### config.mk
export PLATFORM = sky130hd
export DESIGN_NAME = ysyx_22051013_clint_slave
export DESIGN_NICKNAME = d
export VERILOG_FILES = /design/src/rtl/ysyx_22051013_clint_slave.sv
export SDC_FILE = /design/constraint.sdc
export NUM_CORES = 1
export LEC_CHECK = 0
export CAP_MARGIN = 30
export CORE_MARGIN = 8
export CORE_UTILIZATION = 55
export DETAILED_ROUTE_END_ITERATION = 8
export MAX_ROUTING_LAYER = met4
export PLACE_DENSITY = 0.84
export RECOVER_POWER = 100
export SYNTH_ARGS = -nofsm -noshare
export SYNTH_HDL_FRONTEND = slang
export SYNTH_SLANG_ARGS = --single-unit
### constraint.sdc
create_clock -name clk -period 8.1 [get_ports clk]
set_clock_uncertainty 0.2 [all_clocks]
set_input_delay 2.025 -clock clk [delete_from_list [all_inputs] [get_ports clk]]
set_output_delay 2.025 -clock clk [all_outputs]
set_load 0.01 [all_outputs]
### src/rtl/ysyx_22051013_clint_slave.sv
// CLINT responder: msip, mtimecmp and prescaled mtime behind a single-request device port.
// Latency: request accepted in IDLE at cycle N, one-cycle resp_valid at N+1, then HOLD until the request drops.
// Backpressure: none; a held request is executed once. Define YSYX_22051013_CLINT_ERR_EN to add resp_err.
module ysyx_22051013_clint_slave #(
    parameter logic [63:0] BASE_ADDR = 64'h0000_0000_0200_0000,
    parameter int          TICK_DIV  = 1
) (
    input  logic        clk,
    input  logic        rst_n,
    input  logic        clint_ena,
    input  logic        req_re,
    input  logic        req_we,
    input  logic [7:0]  req_mask,
    input  logic [63:0] req_addr,
    input  logic [63:0] req_wdata,
    output logic        resp_valid,
    output logic [63:0] resp_rdata,
`ifdef YSYX_22051013_CLINT_ERR_EN
    output logic        resp_err,
`endif
    output logic        timer_irq,
    output logic        soft_irq
);

    localparam int PW = (TICK_DIV > 1) ? $clog2(TICK_DIV) : 1;

    typedef enum logic [1:0] {IDLE, RESP, HOLD} state_t;

    state_t        state;
    state_t        state_nxt;
    logic [63:0]   mtime;
    logic [63:0]   mtimecmp;
    logic          msip;
    logic [PW-1:0] presc;
    logic          tick;
    logic [63:0]   offset;
    logic [12:0]   sel;
    logic          hit_msip;
    logic          hit_cmp;
    logic          hit_mt;
    logic          accept;
    logic          wr_ok;
    logic [63:0]   bmask;
    logic [63:0]   rd_mux;
    logic          unused_ok;

    assign offset    = req_addr - BASE_ADDR;
    assign sel       = offset[15:3];
    assign unused_ok = ^{offset[63:16], offset[2:0]};
    assign hit_msip  = (sel == 13'h0000);
    assign hit_cmp   = (sel == 13'h0800);
    assign hit_mt    = (sel == 13'h17FF);
    assign accept    = (state == IDLE) && clint_ena && (req_re || req_we);
    assign tick      = (presc == PW'(TICK_DIV - 1));

    always_comb begin
        bmask = '0;
        for (int i = 0; i < 8; i++) begin
            bmask[8*i +: 8] = {8{req_mask[i]}};
        end
    end

    always_comb begin
        rd_mux = '0;
        if (hit_msip) rd_mux = {63'd0, msip};
        else if (hit_cmp) rd_mux = mtimecmp;
        else if (hit_mt) rd_mux = mtime;
    end

`ifdef YSYX_22051013_CLINT_ERR_EN
    logic err_now;
    // Timer registers only accept whole-word or aligned 32-bit-half writes.
    assign err_now = !(hit_msip || hit_cmp || hit_mt) ||
                     (req_we && (hit_cmp || hit_mt) &&
                      !(req_mask == 8'hFF || req_mask == 8'h0F || req_mask == 8'hF0));
    assign wr_ok   = !err_now;

    always_ff @(posedge clk or negedge rst_n) begin
        if (!rst_n) begin
            resp_err <= 1'b0;
        end else if (accept) begin
            resp_err <= err_now;
        end else if (state == RESP) begin
            resp_err <= 1'b0;
        end
    end
`else
    assign wr_ok = 1'b1;
`endif

    always_ff @(posedge clk or negedge rst_n) begin
        if (!rst_n) begin
            state <= IDLE;
        end else begin
            state <= state_nxt;
        end
    end

    always_comb begin
        state_nxt = state;
        case (state)
            IDLE:    if (accept) state_nxt = RESP;
            RESP:    state_nxt = HOLD;
            HOLD:    if (!clint_ena || !(req_re || req_we)) state_nxt = IDLE;
            default: state_nxt = IDLE;
        endcase
    end

    always_comb begin
        resp_valid = (state == RESP);
    end

    // A software write to mtime overrides the tick of the same cycle; the prescaler keeps running.
    always_ff @(posedge clk or negedge rst_n) begin
        if (!rst_n) begin
            mtime      <= '0;
            mtimecmp   <= '1;
            msip       <= 1'b0;
            presc      <= '0;
            resp_rdata <= '0;
        end else begin
            presc <= tick ? '0 : presc + 1'b1;
            if (accept && req_we && wr_ok && hit_mt) begin
                mtime <= (mtime & ~bmask) | (req_wdata & bmask);
            end else if (tick) begin
                mtime <= mtime + 64'd1;
            end
            if (accept && req_we && wr_ok && hit_cmp) begin
                mtimecmp <= (mtimecmp & ~bmask) | (req_wdata & bmask);
            end
            if (accept && req_we && hit_msip && req_mask[0]) begin
                msip <= req_wdata[0];
            end
            if (accept) begin
                resp_rdata <= req_we ? 64'd0 : rd_mux;
            end
        end
    end

    assign timer_irq = (mtime >= mtimecmp);
    assign soft_irq  = msip;

endmodule
# --- Word-level counts from Yosys, hierarchy flattened ---
# Cells that the tools add are included.
# Widths: inputs -> output; s select.
op_classes:
  n_addsub: 3
  shifts: 0
  div: 0
  magnitude_cmp: 1
  mux: 10
  mul: 0
  bitwise: 6
  n_reduce_logical: 14
  n_eq_ne: 7
ops:
  columns: ["operator", "count"]
  rows:
  - ["$mux 64", 6]
  - ["$and 64x64->64", 3]
  - ["$or 64x64->64", 2]
  - ["$add 64x1->64 const B", 1]
  - ["$ge 64x64->1", 1]
  - ["$not 64->64", 1]
  - ["$sub 16x1->16 const B", 1]
  - ["$eq 13x12->1 const B", 1]
  - ["$eq 13x13->1 const B", 1]
  - ["$logic_not 13->1", 1]
  - ["$logic_and 1x1->1", 7]
  - ["$pmux 2 s3", 1]
  - ["$mux 2", 2]
  - ["$ne 2x2->1 const B", 2]
  - ["$eq 2x1->1 const B", 1]
  - ["$eq 2x2->1 const B", 1]
  - ["$logic_not 1->1", 2]
  - ["$logic_not 2->1", 1]
  - ["$logic_or 1x1->1", 2]
  - ["$ne 2x1->1 const B", 1]
  - ["$reduce_and 2->1", 1]
  - ["$add 1x1->1 const B", 1]
  - ["$mux 1", 1]
word_totals:
  mem_count: 0
  in_bits: 141
  rom_bits: 0
  latchBits: 0
  reg_bits: 196
  ramBits: 0

# --- Longest topological paths before layout ---
# Gate-level depths: netlist of the first run.
logic_depth:
  ltp_word: 6
  ltp_mapped: 10
  mapped_depth_nobuf: 8

# --- Worst setup path before layout of the first run ---
# Ideal clock, no wire load.
synth_path:
  path_kind: "register to output"
  from: "reg with a tool-made name"
  to: "out timer_irq"
  required_ns: 5.875
  path_slack_ns: 4.002
  arrival_time_ns: 1.873
  stages_incl_launch_ff: 9
  path_buffers: 0
  path_cell_list: "dfstp_2 > inv_1 > ha_1 > a21o_1 > a21o_1 > a221oi_1 > o21ai_0 > a211oi_1 > o21ai_0"
synth_lines:
  columns: ["item", "line_no", "rtl"]
  rows:
  - ["to (decl)", "21", "output logic timer_irq,"]

# --- Worst setup path in the final report of the first run ---
layout_path:
  from: "in req_addr[3]"
  to: "reg resp_rdata[0]"
layout_between:
  elab_chain_cells: 6
layout_rtl:
  columns: ["item", "line_no", "rtl"]
  rows:
  - ["from (decl)", "14", "input logic [63:0] req_addr,"]
  - ["$sub 16x1->16 (*)", "47", "assign offset = req_addr - BASE_ADDR;"]
  - ["$eq 13x13->1", "52", "assign hit_mt = (sel == 13'h17FF);"]
  - ["$mux 64", "67", "else if (hit_mt) rd_mux = mtime;"]
  - ["$mux 64", "66", "else if (hit_cmp) rd_mux = mtimecmp;"]
  - ["$mux 64 (*)", "65", "if (hit_msip) rd_mux = {63'd0, msip};"]
  - ["$mux 64 (*)", "135", "resp_rdata <= req_we ? 64'd0 : rd_mux;"]
  - ["to (signal assigned)", "135", null]
  - ["to (decl)", "17", "output logic [63:0] resp_rdata,"]
# Every way passes the cells marked *; elsewhere a longest branch is shown, timed or not.
# A chain may end at the register's enable or synchronous reset.

==> impl_metrics.yaml, run 1 <==
clock_network:
  cts_tree: "yes"
  htree_num_levels: 4
  post_cts_buffers: 0
  cts_resized: 0
  root_buffer: "clkbuf_16"
  clock-sinks: 195
  path_clk_slew_ns: 0.07
  cts-buffers-inserted: 17
  ctsHoldBuffers: 0
  clock_latency_ns: 0.44
  cts.path.max_buffers: 2
critical_path:
  crit_arrival_ns: 6.72
  critical_path_depth: 7
  path_buf_inv: 3
  crit_fanout: 51
  crit_slowest_cell: "clkbuf_1"
  critPathKind: "input port to register"
  critPathRequiredTime_ns: 8.22
  crit_family: "buffers and inverters"
  reg2reg_slack_ns: 4.39
  reg2regPathDepth: 7
  critPathCaptureType: "register"
  path_common_cell: "clkbuf_1"
  slowest_delay_ns: 1.90
  worstReg2RegStart: "state[0]"
  start_kind: "input port"
  path_cells: "dlygate4sd3_1, nand4_1, nor4_2, clkbuf_1, clkbuf_1, a21oi_1, o31ai_1"
detailed_routing:
  via_per_inst: 6.28
  drcViolationCount: 0
  dr_total_vias: 9839
  drt_first_pass_iters: 5
  avgRoutedWirePerCell_um: 19.6
  drt-initial-drc-count: 801
  routed_wl_mm: 30.7
  ant_nets: 0
synth:
  synth_cell_types: 59
  synth-warning-count: 0
  ys_ff_latch: 195
  synth_area_per_cell_um2: 9.52
  synth-async-reset-ratio: 1.00
  syn_inst: 1157
  ys.flop_type: "dfrtp_1"
  syn_nets: 1363
  netlist_area_mm2: 0.0110
  synth_seq_area_share: 0.450
  synth_edf_count: 0
hold_path:
  whs_path_depth: 2
  hold_path_class: "register to register"
  hold_start: "resp_rdata[57]"
  whs_endpoint: "resp_rdata[57]"
placed_design:
  dpl_cell_area_mm2: 0.0128
  place_hpwl_mm: 22.0
  port_buffers: 156
  pre_cts_ws_ns: 2.94
  place_congestion: 0.894
  dp.cells: 1534
grt:
  first_global_vias: 9654
  grt_max_degree: 67
  grt.overflow.total: 0
  track_usage: 0.258
  grt_pass1_wl_mm: 49.3
  grt_antenna_before_repair: 0
sta:
  report.final.hold_viol_count: 0
  setup-tns-final_ns: 0
  layout_setup_ws_ns: 1.50
  fin_crit_sh: 0.814
  whs_ns: 0.271
  slew_viol_final: 177
  layout_min_cycle_time_ns: 6.60
  setup_viol: 0
  fmax_mhz: 152
  worstMarginPinSlew_ns: 3.09
  rsz0062_at_grt: "no"
  slew_headroom: -1.06
die:
  fp-row-count: 51
  die_h_um: 157
  initial_core_util: 0.564
  core_mm2: 0.0195
  fp.dieW_um: 157
  die-area_mm2: 0.0248
  ios: 208
power:
  p_seq_frac: 0.491
  switching_share: 0.250
  power_density_mw_per_mm2: 156
  power.share.clock: 0.424
  power_switching_mw: 0.522
  pwr-share-comb: 0.085
  power_mw: 2.09
  power.internal_mw: 1.57
  p_leak_nw: 5.44
  peakVddDrop_mv: 0.147
final_layout:
  finalNonFillerCells: 1566
  antennaDiodeCount: 0
  mostFrequentLayoutCell: "nand2_1"
  final_cell_mix: "nand2_1 (145), dfrtp_1 (131), o21ai_0 (90)"
  area_growth_pct: 21.6
  drive_above_1_share: 0.147
  fin_nets: 1494
  utilization: 0.686
  fin_area_mm2: 0.0134
job:
  maxCapViolCount: 4
outcome:
  violations: "capacitance limit, slew limit"
  status: "finished, violations left"
[worst max-delay path by stage]
| stage | startpoint | slack, ns | endpoint |
|---|---|---|---|
| finish | req_addr[3] | 1.50 | resp_rdata[0] |
| global route | req_addr[3] | 1.30 | register |
| CTS | register | 2.60 | timer_irq |
| detailed placement | req_addr[4] | 2.94 | register |
| global placement | req_addr[3] | 2.96 | register |
| floorplan | register | 4.00 | timer_irq |
[power groups by stage]
stage	registers, mW	clock network, mW	logic [mW]
2_1_floorplan	1.03	0	0.0815
3_3_place_gp	1.04	0	0.171
3_5_place_dp	1.04	0	0.178
4_1_cts	1.03	0.893	0.180
5_1_grt	1.03	0.930	0.197
6_report	1.03	0.887	0.177
[area by class of cell]
class,count,area (um2)
Timing Repair Buffer,168,1640
Fill cell,1509,6140
Inverter,72,270
Clock inverter,14,174
Sequential cell,195,4960
Clock buffer,18,439
Multi-Input combinational cell,834,5580
Tap cell,265,332
[synth_stat cells (all sizes together), types with 5 or more instances]
library cell,n,area [um2]
nand2,145,544
dfrtp,131,3280
o21ai,90,450
inv,72,270
ha,65,813
mux2,65,732
a22oi,64,480
dfstp,64,1680
a21oi,54,270
nor2,52,195
nand3,47,240
clkbuf,46,175
and3,28,175
nor3,24,125
nand4,23,144
a211oi,14,110
o211ai,14,105
nor4,13,81.3
or3,13,91.3
and4,11,96.3
buf,10,46.3
a21o,9,67.6
o221a,9,101
nand2b,8,50.1
o21a,8,60.1
a31oi,7,43.8
mux2i,7,70.1
nor2b,5,31.3
o22ai,5,31.3
o31ai,5,37.5
[tightest hold or removal path: cells and delay by family (launching register included)]
| kind | cells | cell delay (ns) |
|---|---|---|
| DFF | 1 | 0.34 |
| AOI/OAI and AO/OA | 1 | 0.05 |
| and+or+nand+nor | 1 | 0.04 |
[routing by layer]
layer	track usage	wire, um
met5	-	0
met4	0.0848	622
met3	0.0472	2330
met2	0.417	14900
met1	0.323	12900
[cell families (layout without fill, tap and decap cells)]
family                     Yosys count  count (layout)  share of synthesized area
adders and majority gates           65              65                     0.0739
and+or+nand+nor                    386             386                      0.173
buffers and inverters              128             272                     0.0447
muxes                               72              72                     0.0728
DFF                                195             195                      0.450
AOI/OAI and AO/OA                  311             311                      0.185
No activity file was read; power rests on OpenSTA's default activity.
==> inputs of run 2 (changes only) <==
CORE_UTILIZATION = 53   (was 55)
PLACE_DENSITY = 0.81   (was 0.84)
clock period = 6.3 ns   (was 8.1 ns; I/O delays follow)
==> run 2 against run 1 <==
The run still ends with capacitance limit, slew limit left. Combinational power up 28%. First-iteration DRC count down 7.0%. Via count down 2.0%. Sequential power up 28%. Critical path depth up 1. Routed wire length down 0.65%.
==> impl_metrics.yaml, run 2 (same netlist as run 1, synthesis figures left out) <==
outcome:
  status: "finished, violations left"
  violations: "capacitance limit, slew limit"
final_layout:
  fin_nets: 1494
  mostFrequentLayoutCell: "nand2_1"
  final_cell_mix: "nand2_1 (145), dfrtp_1 (131), o21ai_0 (90)"
  finalNonFillerCells: 1572
  area_growth_pct: 21.6
  drive_above_1_share: 0.147
  utilization: 0.659
clock_network:
  ctsHoldBuffers: 0
  clock_latency_ns: 0.44
  post_cts_buffers: 0
  cts-buffers-inserted: 17
  cts.path.max_buffers: 2
  htree_num_levels: 4
  path_clk_slew_ns: 0.07
  cts_tree: "yes"
  clock-sinks: 195
  root_buffer: "clkbuf_16"
  cts_resized: 0
detailed_routing:
  via_per_inst: 6.13
  drt_first_pass_iters: 6
  dr_total_vias: 9640
  drt-initial-drc-count: 745
  ant_nets: 0
  routed_wl_mm: 30.5
  drcViolationCount: 0
  avgRoutedWirePerCell_um: 19.4
grt:
  grt.overflow.total: 0
  track_usage: 0.245
  grt_antenna_before_repair: 1
  grt_pass1_wl_mm: 50.1
  first_global_vias: 9865
  grt_max_degree: 109
die:
  die_h_um: 160
  die-area_mm2: 0.0256
  fp-row-count: 52
  core_mm2: 0.0203
  initial_core_util: 0.542
  ios: 208
  fp.dieW_um: 160
hold_path:
  hold_path_class: "register to register"
sta:
  whs_ns: 0.272
  slew_viol_final: 250
  fmax_mhz: 184
  worstMarginPinSlew_ns: 3.23
  setup-tns-final_ns: 0
  rsz0062_at_grt: "no"
  setup_viol: 0
  layout_setup_ws_ns: 0.858
  report.final.hold_viol_count: 0
  slew_headroom: -1.15
  layout_min_cycle_time_ns: 5.44
  fin_crit_sh: 0.864
job:
  maxCapViolCount: 3
critical_path:
  crit_fanout: 73
  critPathCaptureType: "register"
  crit_arrival_ns: 5.53
  start_kind: "input port"
  critPathKind: "input port to register"
  critPathRequiredTime_ns: 6.39
  reg2reg_slack_ns: 2.58
placed_design:
  place_hpwl_mm: 21.8
  pre_cts_ws_ns: 1.65
  place_congestion: 0.899
  dp.cells: 1539
  port_buffers: 156
power:
  power_density_mw_per_mm2: 202
  p_leak_nw: 5.46
  peakVddDrop_mv: 0.181
-- run 2: changes by cell type in the layout (fill, tap and decap cells not counted), moves of 2 or more --
cell,change
clkbuf_2,+3
clkbuf_1,-2
inv_6,-3
clkinv_4,+4
clkinvlp_4,-2
buf_4,+2
-- run 2: layout make-up --
type / instances / area, um2
Fill cell: 1661 / 6910
Multi-Input combinational cell: 834 / 5560
Sequential cell: 195 / 4960
Timing Repair Buffer: 168 / 1620
Clock buffer: 20 / 447
Tap cell: 270 / 338
Inverter: 72 / 270
Clock inverter: 12 / 181
Antenna cell: 1 / 2.50
-- run 2: through the flow --
| step | cell area, um2 | power (mW) |
|---|---|---|
| 6_report | 13400 | 2.71 |
| 5_1_grt | 13400 | 2.80 |
| 4_1_cts | 13400 | 2.72 |
| 3_5_place_dp | 12800 | 1.57 |
| 3_3_place_gp | 12800 | 1.56 |
| 2_1_floorplan | 11000 | 1.43 |
-- run 2: critical path, stage by stage --
cell and delay (ns):
clkdlybuf4s50_1 0.55, nand3b_1 0.15, nor4_1 0.07, clkbuf_2 0.89, a2111oi_0 1.47, nand2_1 0.35, o211ai_1 0.26, o311ai_0 0.16
-- run 2: final timing paths --
| path | startpoint | endpoint | cells after the start |
|---|---|---|---|
| setup / recovery | req_addr[14] | register | 8 |
| setup reg to reg | state[1] | register | 6 |
| min in group asynchronous | rst_n | asynchronous set/reset pin | 1 |
| hold / removal | resp_rdata[59] | resp_rdata[59] | 2 |
| hold reg to reg | resp_rdata[59] | resp_rdata[59] | 2 |
| max in group asynchronous | rst_n | asynchronous set/reset pin | 2 |
-- run 2: report_power, final --
part	internal [mW]	switching, mW	total, mW	leakage, nW
Combinational	0.0998	0.127	0.227	2.78
Clock	0.678	0.480	1.16	0.305
Sequential	1.28	0.0435	1.32	2.37
-- run 2: metal layers --
layer / track usage / vias to the layer above / wire length, um
li1: - / 4522 / -
met1: 0.310 / 4687 / 13100
met2: 0.390 / 375 / 14700
met3: 0.0499 / 56 / 2080
met4: 0.0777 / 0 / 626
met5: - / - / 0
==> inputs of run 3 (changes only) <==
CTS_CLUSTER_SIZE = 14   (was not set)
==> results of run 3 <==
The final DEF is identical to that of run 2; final timing and power are the same.
